--- config.mk ---
export PLATFORM = sky130hd
export DESIGN_NAME = alarm_melody
export DESIGN_NICKNAME = d
export VERILOG_FILES = /design/src/rtl/melody_pkg.sv /design/src/rtl/alarm_melody_tone_gen.sv /design/src/rtl/alarm_melody.sv
export SDC_FILE = /design/constraint.sdc
export NUM_CORES = 1
export LEC_CHECK = 0
export ABC_CLOCK_PERIOD_IN_PS = 4000
export CORE_MARGIN = 5
export CORE_UTILIZATION = 45
export CTS_CLUSTER_DIAMETER = 80
export CTS_CLUSTER_SIZE = 25
export DETAILED_ROUTE_END_ITERATION = 7
export PLACE_DENSITY = 0.68
export SLEW_MARGIN = 10
export SYNTH_ARGS = -nofsm -noshare
export SYNTH_HDL_FRONTEND = slang
export SYNTH_SLANG_ARGS = --single-unit
--- constraint.sdc ---
create_clock -name clk_50Mhz -period 4 [get_ports clk_50Mhz]
set_clock_uncertainty 0.15 [all_clocks]
set_input_delay 1.2 -clock clk_50Mhz [delete_from_list [all_inputs] [get_ports clk_50Mhz]]
set_output_delay 1.2 -clock clk_50Mhz [all_outputs]
set_load 0.005 [all_outputs]
--- src/rtl/melody_pkg.sv ---
// Shared types and constants for the alarm melody player: FSM states,
// note ROM layout, melody contents and the pitch half-period table.
package melody_pkg;

   localparam int unsigned PITCH_W    = 4;
   localparam int unsigned NOTE_DUR_W = 2;
   localparam int unsigned NOTE_W     = PITCH_W + NOTE_DUR_W;
   localparam int unsigned NOTES      = 8;
   localparam int unsigned IDX_W      = 3;
   localparam int unsigned HALF_W     = 17;
   localparam int unsigned PASS_W     = 4;

   typedef enum logic [1:0] {IDLE, TONE, REST, DONE} state_t;

   typedef struct packed {
      logic [PITCH_W-1:0]    pitch;
      logic [NOTE_DUR_W-1:0] dur;
   } note_t;

   // C5..B5 half periods in 50 MHz cycles
   localparam logic [HALF_W-1:0] PITCH_HALF [1:12] = '{
      17'd47778, 17'd45097, 17'd42566, 17'd40177, 17'd37922, 17'd35793,
      17'd33784, 17'd31888, 17'd30098, 17'd28409, 17'd26815, 17'd25310
   };

   // pitch 0 is a rest; dur is length in beats minus one
   localparam note_t MELODY [0:NOTES-1] = '{
      '{4'd1, 2'd0}, '{4'd3, 2'd0}, '{4'd5, 2'd3}, '{4'd8, 2'd2},
      '{4'd0, 2'd0}, '{4'd8, 2'd0}, '{4'd5, 2'd0}, '{4'd1, 2'd3}
   };

   // Scaled half period; never returns 0 so the tone counter reload stays sane
   function automatic logic [HALF_W-1:0] half_period(input logic [PITCH_W-1:0] pitch,
                                                     input int unsigned shift);
      logic [HALF_W-1:0] h;
      h = HALF_W'(1);
      if (pitch >= PITCH_W'(1) && pitch <= PITCH_W'(12))
         h = PITCH_HALF[pitch] >> shift;
      if (h == '0)
         h = HALF_W'(1);
      return h;
   endfunction

endpackage

--- src/rtl/alarm_melody_tone_gen.sv ---
// Square-wave generator: half-period down-counter that toggles the buzzer,
// cleared to silence on load or whenever it is not running.
module tone_gen
   import melody_pkg::*;
(
   input  logic              clk,
   input  logic              rst,
   input  logic              load,
   input  logic              run,
   input  logic [HALF_W-1:0] half,
   output logic              buzzer
);

   logic [HALF_W-1:0] cnt;

   always_ff @(posedge clk) begin
      if (rst) begin
         cnt    <= '0;
         buzzer <= 1'b0;
      end else if (load) begin
         cnt    <= half - HALF_W'(1);
         buzzer <= 1'b0;
      end else if (run) begin
         if (cnt == '0) begin
            cnt    <= half - HALF_W'(1);
            buzzer <= ~buzzer;
         end else begin
            cnt <= cnt - HALF_W'(1);
         end
      end else begin
         buzzer <= 1'b0;
      end
   end

endmodule

--- src/rtl/alarm_melody.sv ---
// Alarm melody player: plays the note ROM on a ring rising edge, looping up
// to REPEATS passes, cancelled by stop or by ring falling.
module alarm_melody
   import melody_pkg::*;
#(
   parameter int unsigned BEAT_CYC    = 12_500_000,
   parameter int unsigned GAP_CYC     = 1_250_000,
   parameter int unsigned REPEATS     = 4,
   parameter int unsigned SCALE_SHIFT = 0
) (
   input  logic             clk_50Mhz,
   input  logic             rst,
   input  logic             ring,
   input  logic             stop,
   output logic             buzzer,
   output logic             playing,
   output logic [IDX_W-1:0] note_idx
);

   localparam int unsigned DUR_CNT_W = (4 * BEAT_CYC > 1) ? $clog2(4 * BEAT_CYC) : 1;
   localparam int unsigned GAP_CNT_W = (GAP_CYC > 1) ? $clog2(GAP_CYC) : 1;
   localparam logic [GAP_CNT_W-1:0] GAP_LOAD = GAP_CNT_W'(GAP_CYC - 1);

   state_t                 state;
   logic                   ring_d;
   logic [PASS_W-1:0]      pass;
   logic [DUR_CNT_W-1:0]   dur_cnt;
   logic [GAP_CNT_W-1:0]   gap_cnt;

   logic                   start_c, abort_c, last_note_c, more_pass_c;
   logic                   gap_end_c, load_c, run_c;
   logic [IDX_W-1:0]       next_idx_c, sel_idx_c;
   logic [PITCH_W-1:0]     cur_pitch_c;
   note_t                  sel_note_c;
   logic [HALF_W-1:0]      half_c;

   function automatic logic [DUR_CNT_W-1:0] dur_load(input note_t n);
      return DUR_CNT_W'((32'(n.dur) + 32'd1) * BEAT_CYC - 32'd1);
   endfunction

   // sel_note is the note the tone generator plays after this edge
   always_comb begin
      start_c     = ring & ~ring_d;
      abort_c     = stop | ~ring;
      last_note_c = (note_idx == IDX_W'(NOTES - 1));
      more_pass_c = (pass < PASS_W'(REPEATS));
      gap_end_c   = (state == REST) && !abort_c && (gap_cnt == '0);
      next_idx_c  = last_note_c ? '0 : note_idx + IDX_W'(1);
      load_c      = ((state == IDLE) && start_c) ||
                    (gap_end_c && (!last_note_c || more_pass_c));
      sel_idx_c   = (state == IDLE) ? '0 : (load_c ? next_idx_c : note_idx);
      sel_note_c  = MELODY[sel_idx_c];
      cur_pitch_c = MELODY[note_idx].pitch;
      half_c      = half_period(sel_note_c.pitch, SCALE_SHIFT);
      run_c       = (state == TONE) && !abort_c && (dur_cnt != '0) &&
                    (cur_pitch_c != '0);
   end

   always_ff @(posedge clk_50Mhz) begin
      if (rst) begin
         state    <= IDLE;
         ring_d   <= 1'b0;
         pass     <= '0;
         dur_cnt  <= '0;
         gap_cnt  <= '0;
         playing  <= 1'b0;
         note_idx <= '0;
      end else begin
         ring_d <= ring;
         case (state)
            IDLE: begin
               if (start_c) begin
                  state    <= TONE;
                  note_idx <= '0;
                  pass     <= PASS_W'(1);
                  dur_cnt  <= dur_load(sel_note_c);
                  playing  <= 1'b1;
               end
            end
            TONE: begin
               if (abort_c) begin
                  state   <= DONE;
                  playing <= 1'b0;
               end else if (dur_cnt == '0) begin
                  state   <= REST;
                  gap_cnt <= GAP_LOAD;
               end else begin
                  dur_cnt <= dur_cnt - DUR_CNT_W'(1);
               end
            end
            REST: begin
               if (abort_c) begin
                  state   <= DONE;
                  playing <= 1'b0;
               end else if (gap_cnt != '0) begin
                  gap_cnt <= gap_cnt - GAP_CNT_W'(1);
               end else if (load_c) begin
                  state    <= TONE;
                  note_idx <= next_idx_c;
                  dur_cnt  <= dur_load(sel_note_c);
                  if (last_note_c)
                     pass <= pass + PASS_W'(1);
               end else begin
                  state   <= DONE;
                  playing <= 1'b0;
               end
            end
            DONE: begin
               // held here while ring stays high so it cannot retrigger
               if (!ring)
                  state <= IDLE;
            end
         endcase
      end
   end

   tone_gen u_tone (
      .clk    (clk_50Mhz),
      .rst    (rst),
      .load   (load_c),
      .run    (run_c),
      .half   (half_c),
      .buzzer (buzzer)
   );

endmodule

==> flow_metrics.py, run 1 <==
metrics = {
    "run_status": {
        "status": "finished, final reports clean",
    },
    "final_layout": {
        "register_area_um2": 1520,
        "finalNonFillerCells": 818,
        "diodes": 0,
        "drive_gt1_frac": 0.0870,
        "final_common_cell": "dfxtp_1",
        "multiInputGateArea_um2": 3160,
        "fillers": 1026,
        "nets": 696,
        "layout_common_cells": "dfxtp_1 (76), nor2_1 (67), nand2_1 (61), a21oi_1 (53), o21ai_0 (45)",
        "area_growth_pct": 13.0,
    },
    "floorplan": {
        "core_um2": 10800,
        "dieArea_um2": 13100,
        "fp-row-count": 38,
        "die_h_um": 115,
        "die_w_um": 115,
        "pin_count": 9,
        "start_util": 0.457,
    },
    "global_routing": {
        "grt_max_degree": 33,
        "grt.met3_usage": 0.0370,
        "first_global_vias": 4646,
        "antenna_found_initial": 0,
        "grt.total_usage": 0.206,
        "met1_usage": 0.274,
        "gr-total-overflow": 0,
        "busiest_layer": "met2",
        "grt_pass1_wl_um": 22100,
        "use_met2": 0.325,
    },
    "synthesis": {
        "yosys.area.top_type": "dfxtp_1",
        "syn_inst": 657,
        "netlist_area_um2": 4930,
        "syn_area_per_cell_um2": 7.50,
        "synth_top_area_frac": 0.309,
        "yosysUniqueCellTypes": 63,
        "synthFlopType": "dfxtp_1",
        "synthTopCellsByArea": "dfxtp_1 (31%), a21oi_1 (5.4%), nor2_1 (5.1%), ha_1 (4.8%), nand2_1 (4.6%)",
        "synth-seq-cells": 76,
        "async_flop_share": 0,
        "ys_seq_area_frac": 0.309,
        "yosys_warnings": 0,
        "synth.net_count": 680,
        "synth_edf_count": 0,
    },
    "power_and_ir_drop": {
        "p_clk_frac": 0.170,
        "p_leak_nw": 1.99,
        "power_mw": 4.63,
        "power_frac_comb": 0.554,
        "internal_power_mw": 2.48,
        "irDropWorstVdd_uv": 403,
        "swShare": 0.464,
        "power.switching_mw": 2.15,
        "powerDensity_nw_per_um2": 831,
        "pwr-share-seq": 0.275,
    },
    "routing": {
        "drt.antenna.violating_nets": 0,
        "routed_wl_um": 13100,
        "avgViaCountPerCell": 6.05,
        "drc_errors": 0,
        "vias": 4948,
        "drt_iter0_markers": 463,
        "routedWlPerCell_um": 16.0,
        "dr.pass1.iters": 5,
    },
    "timing": {
        "report.final.setup_viol": 0,
        "clock.fmax_ghz": 0.272,
        "postLayoutSetupSlackWorst_ns": 0.320,
        "rsz0062_at_grt": "false",
        "whs_ns": 0.326,
        "tightest_slew_ns": 0.805,
        "period_needed_ns": 3.68,
        "fin_tns_setup_ns": 0,
        "finalCritPeriodShare": 0.920,
        "finalHoldViolations": 0,
        "slew_headroom": 0.458,
        "drv_slew": 0,
    },
    "clock_tree": {
        "cts_buffers": 9,
        "clock_path_buffers": 2,
        "htree_levels": 3,
        "cts-hold-fix-buffers": 0,
        "cts_tree": "yes",
        "cts-resized-gates": 0,
        "path_clk_slew_ns": 0.08,
        "cts_root_buffer": "clkbuf_8",
        "worst_skew_pair.late_latency_ns": 0.37,
        "post-cts-setup-buffers": 0,
        "cts.sinks": 76,
    },
    "run": {
        "drv_cap": 0,
    },
    "critical_path": {
        "rr_worst_depth": 10,
        "crit_slowest_cell": "clkdlybuf4s50_1",
        "crit_type": "input pin to flop",
        "cp.arrival_ns": 3.83,
        "reg2reg_slack_ns": 0.53,
        "required_ns": 4.15,
        "cp-start-kind": "input pin",
        "path_common_cell": "buf_4",
        "path_cells": "clkdlybuf4s50_1, buf_4, nor2b_1, nand2_1, o41ai_2, and3_1, nand4_1, buf_4, or3_1, a21oi_1",
        "r2r_start": "dur_cnt[0]",
        "critPathCapture": "gap_cnt[14]",
        "worstPathMaxFanout": 10,
        "endpoint_kind": "flop",
        "slowest_delay_ns": 0.43,
        "r2r-end": "gap_cnt[14]",
        "crit_start": "stop",
    },
    "place": {
        "place_inst": 802,
        "portBuffers": 8,
        "dp_slack_ns": -0.0264,
        "dpl.hpwl_um": 9360,
        "gp_congestion": 0.903,
    },
    "worst_hold_path": {
        "hold_path_class": "flop to flop",
        "worstHoldPathCells": 2,
    },
}
## flip-flops by register name, summed over array words and instances, names as in the netlist
name,flops
dur_cnt,26
ring_d,1
state,2
playing,1
u_tone.cnt,17
pass,4
note_idx,3
u_tone.buzzer,1
gap_cnt,21
## how the worst min path moves through the flow
| stage | to | slack, ns | from |
|---|---|---|---|
| 5_1_grt | u_tone.cnt[15] | 0.36 | u_tone.cnt[15] |
| 6_report | u_tone.cnt[15] | 0.33 | u_tone.cnt[15] |
| 2_1_floorplan | u_tone.cnt[15] | 0.30 | u_tone.cnt[15] |
| 3_3_place_gp | u_tone.cnt[15] | 0.31 | u_tone.cnt[15] |
| 4_1_cts | u_tone.cnt[15] | 0.34 | u_tone.cnt[15] |
| 3_5_place_dp | u_tone.cnt[16] | 0.32 | u_tone.cnt[16] |
## stage by stage
step,cell area (um2),utilization
6_report,5570,0.516
5_1_grt,5570,0.516
4_1_cts,5570,0.516
3_5_place_dp,5300,0.491
3_3_place_gp,5300,0.491
2_1_floorplan,4930,-
## cells by family (layout without fill, tap and decap cells)
| kind of cell | after synthesis | in the layout | share of synthesized area |
|---|---|---|---|
| AO/OA/AOI/OAI | 197 | 197 | 0.259 |
| XOR/XNOR | 22 | 22 | 0.0391 |
| adder cells (fa/ha/maj) | 19 | 19 | 0.0482 |
| buffers and inverters | 64 | 85 | 0.0508 |
| flip-flops | 76 | 76 | 0.309 |
| multiplexers | 6 | 6 | 0.0127 |
| AND/OR/NAND/NOR | 273 | 273 | 0.282 |
## layout make-up
type                       instances  area share
clock inverter                     4      0.0216
inverter                          26      0.0175
sequential                        76       0.273
multi-input combinational        517       0.567
tap                              140      0.0315
timing repair buffer              43      0.0629
clock buffer                      12      0.0261
## power groups by stage
stage / Sequential [mW] / Combinational, mW / Clock, mW
floorplan: 1.22 / 1.89 / 0
global placement: 1.27 / 2.47 / 0
detailed placement: 1.28 / 2.52 / 0
CTS: 1.27 / 2.53 / 0.804
global route: 1.32 / 2.87 / 0.841
finish: 1.27 / 2.57 / 0.788
## routing by layer
layer  share of wire  up-vias
li1                -     2445
met1            0.46     2330
met2            0.46      143
met3           0.052       30
met4           0.026        0
met5               0        -
## cell usage after synthesis, drive strengths merged (3+ instances only)
master   instances
nor4            13
o211ai           6
a2111oi          3
xnor2            9
buf              6
o21a             3
a21o             6
clkbuf          32
nand3           20
a31oi            9
o22ai            3
nand2           61
o41ai            3
a21oi           53
nor3b            4
xor2            13
o31ai            7
a41oi            4
a211oi          17
nand2b          16
nor3            29
nor2            68
a311oi           7
inv             25
or3             14
nor2b            4
or4              5
and4             3
nand4           12
a22oi            8
ha              19
dfxtp           76
o21ai           46
o32ai            4
and2            10
a221oi           5
and3             4
nor4b            4
mux2i            4
## critical path: cells and delay by family
kind | cells | cell delay, ns
AO/OA/AOI/OAI | 2 | 0.51
buffers and inverters | 3 | 0.87
AND/OR/NAND/NOR | 5 | 1.24
(Power assumes the default switching activity.)
==> inputs of run 2 (changes only) <==
Settings changed: CORE_MARGIN 5 to 1.5, TNS_END_PERCENT set to 10.
==> run 2 against run 1 <==
  * Non-clock buffer count grew 3
  * Power shrank 1.5%
  * Sequential cell count is the same
  * Critical path depth grew 1
  * Combinational power is essentially flat
  * Core utilization grew 0.053 points
  * Fmax grew 1.9%
  * Largest power group unchanged
  * First-iteration DRC count shrank 32%
  * Design area shrank 0.34%
  * Hold slack gained 0.0076 ns
  * Cell count grew 0.37%
==> flow_metrics.py, run 2 (same netlist as run 1, synthesis figures left out) <==
metrics = {
    "critical_path": {
        "crit_slowest_cell": "clkdlybuf4s50_1",
        "critPathTopFamily": "simple AND/OR/NAND/NOR gates",
        "endpoint_kind": "flop",
        "cp-start-kind": "input pin",
        "crit_type": "input pin to flop",
        "cp.arrival_ns": 3.76,
        "path_cells": "clkdlybuf4s50_1, and3b_1, and4_1, a21o_1, mux2_2, o2111ai_1, inv_1, ha_1, nand2_1, o21ai_0, a211oi_1",
        "worstPathMaxFanout": 6,
        "slowest_delay_ns": 0.42,
        "required_ns": 4.15,
        "crit_buf_inv": 2,
    },
    "final_layout": {
        "design_area_um2": 5550,
        "nets": 699,
        "top_regs": "dur_cnt x26, gap_cnt x21, u_tone.cnt x17",
        "drive_gt1_frac": 0.0925,
        "register_area_um2": 1520,
        "top_register": "dur_cnt",
        "final_common_cell": "dfxtp_1",
        "multiInputGateArea_um2": 3160,
        "fin_util": 0.516,
        "area_growth_pct": 12.6,
        "layout_common_cells": "dfxtp_1 (76), nor2_1 (67), nand2_1 (61), a21oi_1 (53), o21ai_0 (45)",
        "largest_reg_flops": 26,
        "diodes": 0,
        "fillers": 1081,
    },
    "timing": {
        "rsz0062_at_grt": "false",
        "whs_ns": 0.334,
        "report.final.setup_viol": 0,
        "drv_slew": 0,
        "slew_headroom": 0.489,
        "finalCritPeriodShare": 0.903,
        "postLayoutSetupSlackWorst_ns": 0.390,
        "fin_tns_setup_ns": 0,
        "tightest_slew_ns": 0.760,
        "clock.fmax_ghz": 0.277,
        "period_needed_ns": 3.61,
        "finalHoldViolations": 0,
    },
    "routing": {
        "dr.pass1.iters": 5,
        "vias": 4923,
        "routed_wl_um": 13000,
        "drt_iter0_markers": 316,
        "drt.antenna.violating_nets": 0,
        "routedWlPerCell_um": 15.8,
        "avgViaCountPerCell": 6.00,
        "drc_errors": 0,
    },
    "clock_tree": {
        "cts_buffers": 9,
        "post-cts-setup-buffers": 0,
        "cts.sinks": 76,
        "clock_path_buffers": 2,
        "cts-hold-fix-buffers": 0,
        "path_clk_slew_ns": 0.08,
        "cts-resized-gates": 0,
        "cts_tree": "yes",
        "htree_levels": 3,
        "cts_root_buffer": "clkbuf_8",
        "worst_skew_pair.late_latency_ns": 0.38,
    },
    "run": {
        "drv_cap": 0,
    },
    "floorplan": {
        "die_h_um": 108,
        "dieArea_um2": 11600,
        "start_util": 0.459,
        "die_w_um": 108,
        "fp-row-count": 38,
        "pin_count": 9,
        "core_um2": 10700,
    },
    "global_routing": {
        "antenna_found_initial": 0,
        "gr-total-overflow": 0,
        "grt_pass1_wl_um": 22400,
        "first_global_vias": 4689,
        "grt.total_usage": 0.241,
        "grt_max_degree": 39,
    },
    "place": {
        "portBuffers": 8,
        "dpl.hpwl_um": 9360,
        "gp_congestion": 0.935,
        "dp_slack_ns": 0.0395,
        "place_area_um2": 5310,
    },
    "run_status": {
        "status": "finished, final reports clean",
    },
    "power_and_ir_drop": {
        "p_leak_nw": 1.98,
        "powerDensity_nw_per_um2": 822,
        "irDropWorstVdd_uv": 408,
    },
    "worst_hold_path": {
        "hold_path_class": "flop to flop",
    },
}
[run 2: changes by cell type in the layout (fill, tap and decap cells not counted), sizes merged]
cell and change:
buf +3, clkbuf +1, clkinvlp +1, bufinv -2
[run 2: cell type report]
class                           instances  area share
Timing Repair Buffer                   46      0.0650
Clock buffer                           13      0.0305
Clock inverter                          3      0.0122
Inverter                               26      0.0176
Tap cell                              140      0.0316
Sequential cell                        76       0.274
Multi-Input combinational cell        517       0.569
[run 2: layer usage]
metal | track usage | share of wire | vias to the layer above
li1 | - | - | 2464
met3 | 0.0454 | 0.060 | 16
met4 | 0.0921 | 0.017 | 0
met1 | 0.330 | 0.48 | 2308
met2 | 0.376 | 0.44 | 135
met5 | 0 | 0 | -
[run 2: power by group]
group	internal (mW)	total (mW)	switching, mW
sequential	0.999	1.28	0.277
combinational	0.992	2.58	1.59
clock	0.403	0.698	0.296
[run 2: worst paths after layout]
path	startpoint	to	slack (ns)	cells after the start
max	stop	dur_cnt[23]	0.39	11
min	u_tone.cnt[15]	u_tone.cnt[15]	0.33	2
max reg2reg	state[0]	dur_cnt[23]	0.56	12
min reg2reg	u_tone.cnt[15]	u_tone.cnt[15]	0.33	2
[run 2: worst reg2reg max path, stage by stage (launching register included)]
cell,delay (ns)
dfxtp_1,0.38
inv_1,0.12
ha_1,0.55
and3b_1,0.32
and4_1,0.32
a21o_1,0.20
mux2_2,0.36
o2111ai_1,0.16
inv_1,0.12
ha_1,0.30
nand2_1,0.08
o21ai_0,0.09
a211oi_1,0.22
[run 2: stage by stage]
step / power, mW / instances
2_1_floorplan: 3.11 / 657
3_3_place_gp: 3.75 / 805
3_5_place_dp: 3.81 / 805
4_1_cts: 4.53 / 821
5_1_grt: 4.94 / 821
6_report: 4.56 / 821
==> inputs of run 3 (changes only) <==
Settings changed: SETUP_SLACK_MARGIN set to 0.02.
==> results of run 3 <==
No change in the layout: final DEF, timing and power equal those of run 2.
